<file path="config.mk">
export PLATFORM = sky130hd
export DESIGN_NAME = custom_ip_mc
export DESIGN_NICKNAME = d
export VERILOG_FILES = /design/src/rtl/custom_ip_mc.sv
export SDC_FILE = /design/constraint.sdc
export NUM_CORES = 2
export LEC_CHECK = 0
export ABC_AREA = 1
export ABC_CLOCK_PERIOD_IN_PS = 5950
export BUFFER_PORTS_ARGS = -buffer_cell sky130_fd_sc_hd__buf_2
export CORE_MARGIN = 3
export CORE_UTILIZATION = 60
export CTS_CLUSTER_SIZE = 25
export DETAILED_ROUTE_END_ITERATION = 8
export HOLD_SLACK_MARGIN = 0.02
export PLACE_DENSITY = 0.82
export SETUP_SLACK_MARGIN = 0.5
export SLEW_MARGIN = 25
export SYNTH_ARGS = -nofsm -noshare
export SYNTH_HDL_FRONTEND = slang
export SYNTH_SLANG_ARGS = --single-unit
</file>
<file path="constraint.sdc">
create_clock -name clk -period 5.95 [get_ports clk]
set_clock_uncertainty 0.2 [all_clocks]
set_input_delay 0.2975 -clock clk [delete_from_list [all_inputs] [get_ports clk]]
set_output_delay 0.2975 -clock clk [all_outputs]
set_load 0.05 [all_outputs]
</file>
<file path="src/rtl/custom_ip_mc.sv">
// Multi-channel register-controlled compute engine: NUM_CH independent fixed-latency ALU channels.
// Optional CUSTOM_IP_ABORT_EN adds a per-channel abort input and a sticky aborted flag.
module custom_ip_mc #(
    parameter int unsigned DATA_WIDTH = 32,
    parameter int unsigned NUM_CH     = 4,
    parameter int unsigned MAX_LAT    = 15,
    parameter int unsigned LAT_W      = 4
) (
    input  logic                         clk,
    input  logic                         rst_n,
    input  logic [NUM_CH-1:0]            start,
    input  logic [2*NUM_CH-1:0]          op_sel,
    input  logic [LAT_W*NUM_CH-1:0]      lat_cfg,
    input  logic [DATA_WIDTH*NUM_CH-1:0] data_a,
    input  logic [DATA_WIDTH*NUM_CH-1:0] data_b,
    input  logic [NUM_CH-1:0]            done_clr,
    input  logic [NUM_CH-1:0]            irq_mask,
`ifdef CUSTOM_IP_ABORT_EN
    input  logic [NUM_CH-1:0]            abort,
    output logic [NUM_CH-1:0]            aborted,
`endif
    output logic [NUM_CH-1:0]            busy,
    output logic [NUM_CH-1:0]            done,
    output logic [NUM_CH-1:0]            err_ovr,
    output logic [DATA_WIDTH*NUM_CH-1:0] result,
    output logic                         irq
);

    localparam int unsigned CNT_W = $clog2(MAX_LAT + 1);

    typedef enum logic {
        S_IDLE = 1'b0,
        S_RUN  = 1'b1
    } state_e;

    localparam logic [1:0] OP_ADD = 2'b00;
    localparam logic [1:0] OP_SUB = 2'b01;
    localparam logic [1:0] OP_XOR = 2'b10;

    logic [NUM_CH-1:0] done_d;
    logic              irq_q;

    for (genvar c = 0; c < NUM_CH; c++) begin : g_ch
        state_e                  state_q, state_d;
        logic [CNT_W-1:0]        cnt_q, cnt_d;
        logic [CNT_W-1:0]        lat_q, lat_d;
        logic [CNT_W-1:0]        eff_lat;
        logic [1:0]              op_q, op_d;
        logic [DATA_WIDTH-1:0]   a_q, a_d;
        logic [DATA_WIDTH-1:0]   b_q, b_d;
        logic [DATA_WIDTH-1:0]   res_q, res_d;
        logic [DATA_WIDTH-1:0]   alu;
        logic                    done_q, done_nxt;
        logic                    err_q, err_d;
        logic                    last;
        logic                    abort_hit;
        logic [LAT_W-1:0]        lat_in;

        assign lat_in = lat_cfg[c*LAT_W +: LAT_W];
        assign last   = (cnt_q == lat_q - CNT_W'(1));

`ifdef CUSTOM_IP_ABORT_EN
        logic aborted_q, aborted_d;
        assign abort_hit  = abort[c];
        assign aborted[c] = aborted_q;
`else
        assign abort_hit = 1'b0;
`endif

        // Zero latency runs as one cycle; oversize requests clamp to MAX_LAT.
        always_comb begin
            eff_lat = CNT_W'(lat_in);
            if (lat_in == '0) begin
                eff_lat = CNT_W'(1);
            end else if (32'(lat_in) > MAX_LAT) begin
                eff_lat = CNT_W'(MAX_LAT);
            end
        end

        always_comb begin
            case (op_q)
                OP_ADD:  alu = a_q + b_q;
                OP_SUB:  alu = a_q - b_q;
                OP_XOR:  alu = a_q ^ b_q;
                default: alu = a_q + DATA_WIDTH'(16);
            endcase
        end

        // State register
        always_ff @(posedge clk or negedge rst_n) begin
            if (!rst_n) begin
                state_q <= S_IDLE;
            end else begin
                state_q <= state_d;
            end
        end

        // Next-state logic
        always_comb begin
            state_d = state_q;
            case (state_q)
                S_IDLE:  if (start[c]) state_d = S_RUN;
                S_RUN:   if (abort_hit || last) state_d = S_IDLE;
                default: state_d = S_IDLE;
            endcase
        end

        // Datapath and sticky flag next values; a set in the same cycle beats a clear.
        always_comb begin
            cnt_d    = cnt_q;
            lat_d    = lat_q;
            op_d     = op_q;
            a_d      = a_q;
            b_d      = b_q;
            res_d    = res_q;
            done_nxt = done_q;
            err_d    = err_q;
`ifdef CUSTOM_IP_ABORT_EN
            aborted_d = aborted_q;
            if (done_clr[c]) aborted_d = 1'b0;
`endif
            if (done_clr[c]) begin
                done_nxt = 1'b0;
                err_d    = 1'b0;
            end
            case (state_q)
                S_IDLE: begin
                    if (start[c]) begin
                        cnt_d = '0;
                        lat_d = eff_lat;
                        op_d  = op_sel[c*2 +: 2];
                        a_d   = data_a[c*DATA_WIDTH +: DATA_WIDTH];
                        b_d   = data_b[c*DATA_WIDTH +: DATA_WIDTH];
                    end
                end
                S_RUN: begin
                    if (start[c]) err_d = 1'b1;
                    if (abort_hit) begin
                        cnt_d = '0;
`ifdef CUSTOM_IP_ABORT_EN
                        aborted_d = 1'b1;
`endif
                    end else if (last) begin
                        cnt_d    = '0;
                        res_d    = alu;
                        done_nxt = 1'b1;
                    end else begin
                        cnt_d = cnt_q + CNT_W'(1);
                    end
                end
                default: ;
            endcase
        end

        always_ff @(posedge clk or negedge rst_n) begin
            if (!rst_n) begin
                cnt_q  <= '0;
                lat_q  <= '0;
                op_q   <= '0;
                a_q    <= '0;
                b_q    <= '0;
                res_q  <= '0;
                done_q <= 1'b0;
                err_q  <= 1'b0;
`ifdef CUSTOM_IP_ABORT_EN
                aborted_q <= 1'b0;
`endif
            end else begin
                cnt_q  <= cnt_d;
                lat_q  <= lat_d;
                op_q   <= op_d;
                a_q    <= a_d;
                b_q    <= b_d;
                res_q  <= res_d;
                done_q <= done_nxt;
                err_q  <= err_d;
`ifdef CUSTOM_IP_ABORT_EN
                aborted_q <= aborted_d;
`endif
            end
        end

        assign done_d[c]                             = done_nxt;
        assign busy[c]                               = (state_q == S_RUN);
        assign done[c]                               = done_q;
        assign err_ovr[c]                            = err_q;
        assign result[c*DATA_WIDTH +: DATA_WIDTH]    = res_q;
    end

    // irq tracks the done value being written this edge, gated by the current mask.
    always_ff @(posedge clk or negedge rst_n) begin
        if (!rst_n) begin
            irq_q <= 1'b0;
        end else begin
            irq_q <= |(done_d & irq_mask);
        end
    end

    assign irq = irq_q;

endmodule
</file>
### After elaboration in Yosys (flattened, before gate mapping)

Index checks and enable logic that the tools add are counted.

* output and inout bits: 141
* register bits after elaboration: 437
* word-level logic and storage cells: 155
* input port bits: 294

* bitwise operators: 9
* equality and inequality tests: 16
* add/subtract/negate cells: 20
* reduce and logical (&&, ||, !) cells: 17
* mux-type cells: 56

Operators by type and width (count)
* $pmux 32 s3: 4
* $add 32x32->32: 4
* $add 32x5->32 const B: 4
* $sub 32x32->32: 4
* $xor 32x32->32: 4
* $mux 4: 12
* $mux 1: 32
* $pmux 4 s2: 4
* $add 4x1->4 const B: 4
* $eq 4x4->1: 4
* $logic_not 4->1: 4
* $reduce_and 2->1: 8
* $sub 4x1->4 const B: 4
* $eq 2x1->1 const B: 4
* $eq 2x2->1 const B: 4
* $logic_not 2->1: 4
* $ne 2x2->1 const B: 4
* $pmux 1 s2: 4
* $and 4x4->4: 1
* $not 1->1: 4
* $reduce_or 4->1: 1

### Depth between registers and ports, before layout

* depth after elaboration: 6
* gate-level depth with buffers: 28
* depth with buffers taken out: 28

### Worst setup path after synthesis

OpenSTA, ideal clock, no wires.

* kind: reg-to-reg
* start: register g_ch[1].b_q[1]
* end: register g_ch[1].res_q[21]
* slack: 2.834 ns
* setup time: 0.078 ns
* stages on the path, launching flop included: 24
* data arrival time: 2.838 ns
* cells stage by stage: dfrtp_1 inv_1 ha_1 inv_1 nor3_2 nand2_1 inv_2 nand2_1 inv_2 nand2_2 o31ai_1 xor2_1 ha_1 nand2_1 inv_1 a21oi_1 inv_1 a21oi_1 nand2_1 nand2_1 nand2_1 nand2_1 nand3_1 a21boi_1

* cells in the longest elaborated chain, start to end: 2
* elaborated cells on any way between the ends: 3
* those cells by class: add/sub (2); mux (1)

Ends and longest elaborated chain
* start: declaration: line 50 `logic [DATA_WIDTH-1:0] b_q, b_d;`
* start signal: assignment: line 161 `b_q <= '0;`
* start signal: assignment: line 173 `b_q <= b_d;`
* $sub 32x32->32 or $add 32x32->32 (tied branches): line 83, 82
* $pmux 32 s3 (*): line 81 `case (op_q)`
* end signal: assignment: line 174 `res_q <= res_d;`
* end: declaration: line 51 `logic [DATA_WIDTH-1:0] res_q, res_d;`

Mark *: on every way between the ends. The rest lies on a longest branch, timed or not.
A chain may end at the register's enable or synchronous reset.

### Worst setup path after layout

* start: register g_ch[0].op_q[1]
* end: register g_ch[0].res_q[23]

* cells in the longest elaborated chain, start to end: 2
* elaborated cells on any way between the ends: 4
* those cells by class: eq/ne (2); mux (1); reduce/logical (1)

Ends and longest elaborated chain
* start: declaration: line 48 `logic [1:0] op_q, op_d;`
* start signal: assignment: line 171 `op_q <= op_d;`
* $eq 2x2->1, or another cell as far along: line 81
* $pmux 32 s3 (*): line 81
* end signal: assignment: line 174
* end: declaration: line 51

Marks and branches as above.

==> reports/summary.txt <==
Status = complete, no violations
Max-cap violations = 0
Top_reg_cell synth = dfrtp_1
Place WS = 1870 ps
Tmin final = 4310 ps
Post-CTS Hold Buffers = 299
Crit-path slowest cell = nand2_2
Worst path depth = 20
Antenna violations before repair = 7
Worst r2r path cells = 20
First-pass GRT wire length = 221000 um
Initial drt markers = 5232
Cells after DPL = 6409
Post-synthesis sequential area ratio = 31.3%
Crit path largest cell delay = 520 ps
Synth area leaders = dfrtp_1 (31%), nand2_1 (14%), a21oi_1 (8.7%)
Root Buffer = clkbuf_16
ANT nets after route = 0
CP bufs+invs = 5
Final Hold Viols = 0
Die area = 61100 um2
Worst R2R End = g_ch[0].res_q[23]
Slew @ Worst Pin = 1070 ps
Fillers = 4472
Clock Latency Late Sink = 630 ps
Final setup TNS = 0 ps
Hpwl dp = 100000 um
Slew Viols, Final = 0
CTS tree = yes
Delay-heaviest family, CP = simple AND/OR/NAND/NOR gates
Slew margin rel. = 28.6%
H-tree levels = 2
Critical Path End Type = register
Post-synth cell types = 55
R2R Path Start = g_ch[0].op_q[1]
Vias per cell = 6.03
CTS max path bufs = 3
Die width = 247 um
Final #Nets = 6442
Drt wl/cell = 21.3 um
Core ar. = 56900 um2
RSZ-0062 raised after global routing = no
Post-synth ARST share = 100%
Mapped Area = 34900 um2
Cts repair resizes = 0
Std-Cell Rows = 87
Mean post-synth cell area = 6.52 um2
Synth Instances = 5351
Worst EP arrival = 4610 ps
CP Max Fanout = 33
Period utilization = 72.4%
Drc violations = 0
FF+latch area = 10900 um2
Cell mode on critical path = nand2_1
Critical-path cell list = inv_2 -> nand2_2 -> clkinv_1 -> a21oi_1 -> xor2_1 -> inv_1 -> ha_1 -> nand2_1 -> inv_1 -> nand2_1 -> nor3_1 -> nand2_1 -> nand2_1 -> nand2_1 -> nand2_1 -> nand2_1 -> nand3_1 -> nand3_1 -> nand2_1 -> inv_1
CTS Sinks = 437
Overall global routing resource usage = 46.5%
Largest net degree at the start of global routing = 159
Flop-to-flop setup slack = 1640 ps
Synth Warn # = 0
Seq cells post-synth = 437
P&R area growth vs syn = 20.8%
Startpoint type of the worst setup path = register
Port bufs = 434
Critical path type = register to register
Number of global-route vias before repair = 39.5k
Initial Util = 61.3%
Cell accounting for the most synthesized area = dfrtp_1
Grt ovf = 0
Pre-antenna DRT Iters = 6
Wirelength, routed = 145000 um
Setup bufs post-CTS = 0
Post-Syn Nets = 5789
Layout cell share with drive strength beyond 1 = 11.2%
Fmax = 232 MHz
Post-layout util = 74.0%
Worst EP required = 6250 ps
Synth top area share = 31.3%
Area of the multi-input gates = 20500 um2
Post-route insts no fill = 6811
Vias = 41.1k
Clock slew at reported path FFs = 60 ps
Post-synth EDFFs = 0
Top-Level Pins = 435
Hold WC Path Type = input port to asynchronous set/reset pin
GP Congestion = 1.02
Final setup viols = 0
Die H = 247 um
Fin worst setup slack = 1640 ps
CTS Buf Count = 50
==> metal layers <==
layer  global-route usage (%)  part of all wire [%]  up-vias
met5                        0                0.0076        -
met4                     24.9                   6.4        2
met3                     13.1                    13      671
met2                     70.7                    43     3057
met1                     60.0                    37    18734
li1                         -                     -    18600
==> stage by stage <==
stage,hold slack (ps),cell area [um2]
final,89.5,42200
after global routing,195,42100
after CTS,163,42100
after detailed placement,206,37500
after global placement,205,37500
after floorplan,-198,34900
==> cell usage after synthesis, drive strengths merged (13+ instances only) <==
cell        n
xor2      165
clkbuf     69
a21oi     612
xnor2      19
nand4      76
ha        140
nand2    1329
nand3     339
a31oi      13
nor4       13
nand3b     13
mux2       20
nor3      117
nor2      660
dfrtp     437
o31ai      19
o21ai     295
inv       748
buf        75
o21bai     17
a2bb2oi    13
a21boi     33
or2        83
==> placed cells by master (no fill, tap or decap), types with 10 or more instances in the layout <==
cell type,n
o31ai_1,17
nor2_2,11
or2_2,37
nor2_1,646
nand4_1,76
dfrtp_1,437
mux2_2,20
nand3b_1,13
o21bai_1,17
inv_2,27
a21boi_1,33
nand3_1,329
nor3_1,99
nand2_1,1320
clkbuf_8,12
nor4_1,13
diode_2,10
buf_2,433
or2_1,39
dlygate4sd3_1,299
xor2_1,165
o21ai_1,26
clkbuf_16,50
nor3_2,17
o21a_1,10
a31oi_1,13
o21ai_0,266
inv_1,721
ha_1,140
xnor2_1,19
a21oi_1,609
==> worst register-to-register path: cells and delay by family (launching register included) <==
kind | cells | cell delay (ps)
flops | 1 | 490
fa+ha+maj | 1 | 360
compound gates | 1 | 310
simple gates | 12 | 1660
buf+inv | 5 | 980
xor+xnor | 1 | 190
==> worst max-delay path by stage <==
stage                    startpoint           endpoint
global placement    g_ch[0].op_q[1]  g_ch[0].res_q[23]
floorplan            g_ch[1].b_q[1]  g_ch[1].res_q[21]
global route        g_ch[0].op_q[1]  g_ch[0].res_q[23]
CTS                 g_ch[0].op_q[1]  g_ch[0].res_q[29]
finish              g_ch[0].op_q[1]  g_ch[0].res_q[23]
detailed placement  g_ch[0].op_q[1]  g_ch[0].res_q[29]
==> kinds of logic after synthesis <==
logic type	share of synthesized area [%]
buf+inv	10.1
xor+xnor	4.62
simple gates	32.0
compound gates	16.0
mux	0.645
flops	31.3
fa+ha+maj	5.25
==> final cells by class <==
type	count	area share, %
multi-input cells	4016	48.5
clock buffers	71	3.44
repair buffers	745	12.6
inverters	754	6.71
well taps	756	2.24
diodes	10	0.0594
flip-flops and latches	437	25.9
clock inverters	22	0.487
==> registers in the layout, summed over array words and instances, names as in the netlist <==
signal / count
g_ch.a_q: 128
irq: 1
g_ch.done_q: 4
g_ch.op_q: 8
g_ch.b_q: 128
g_ch.err_q: 4
g_ch.lat_q: 16
g_ch.res_q: 128
g_ch.cnt_q: 16
g_ch.state_q: 4
Power is left out: the tool's default activity adds up to more than one toggle a clock period on the data nets, which glitch-free logic cannot reach.
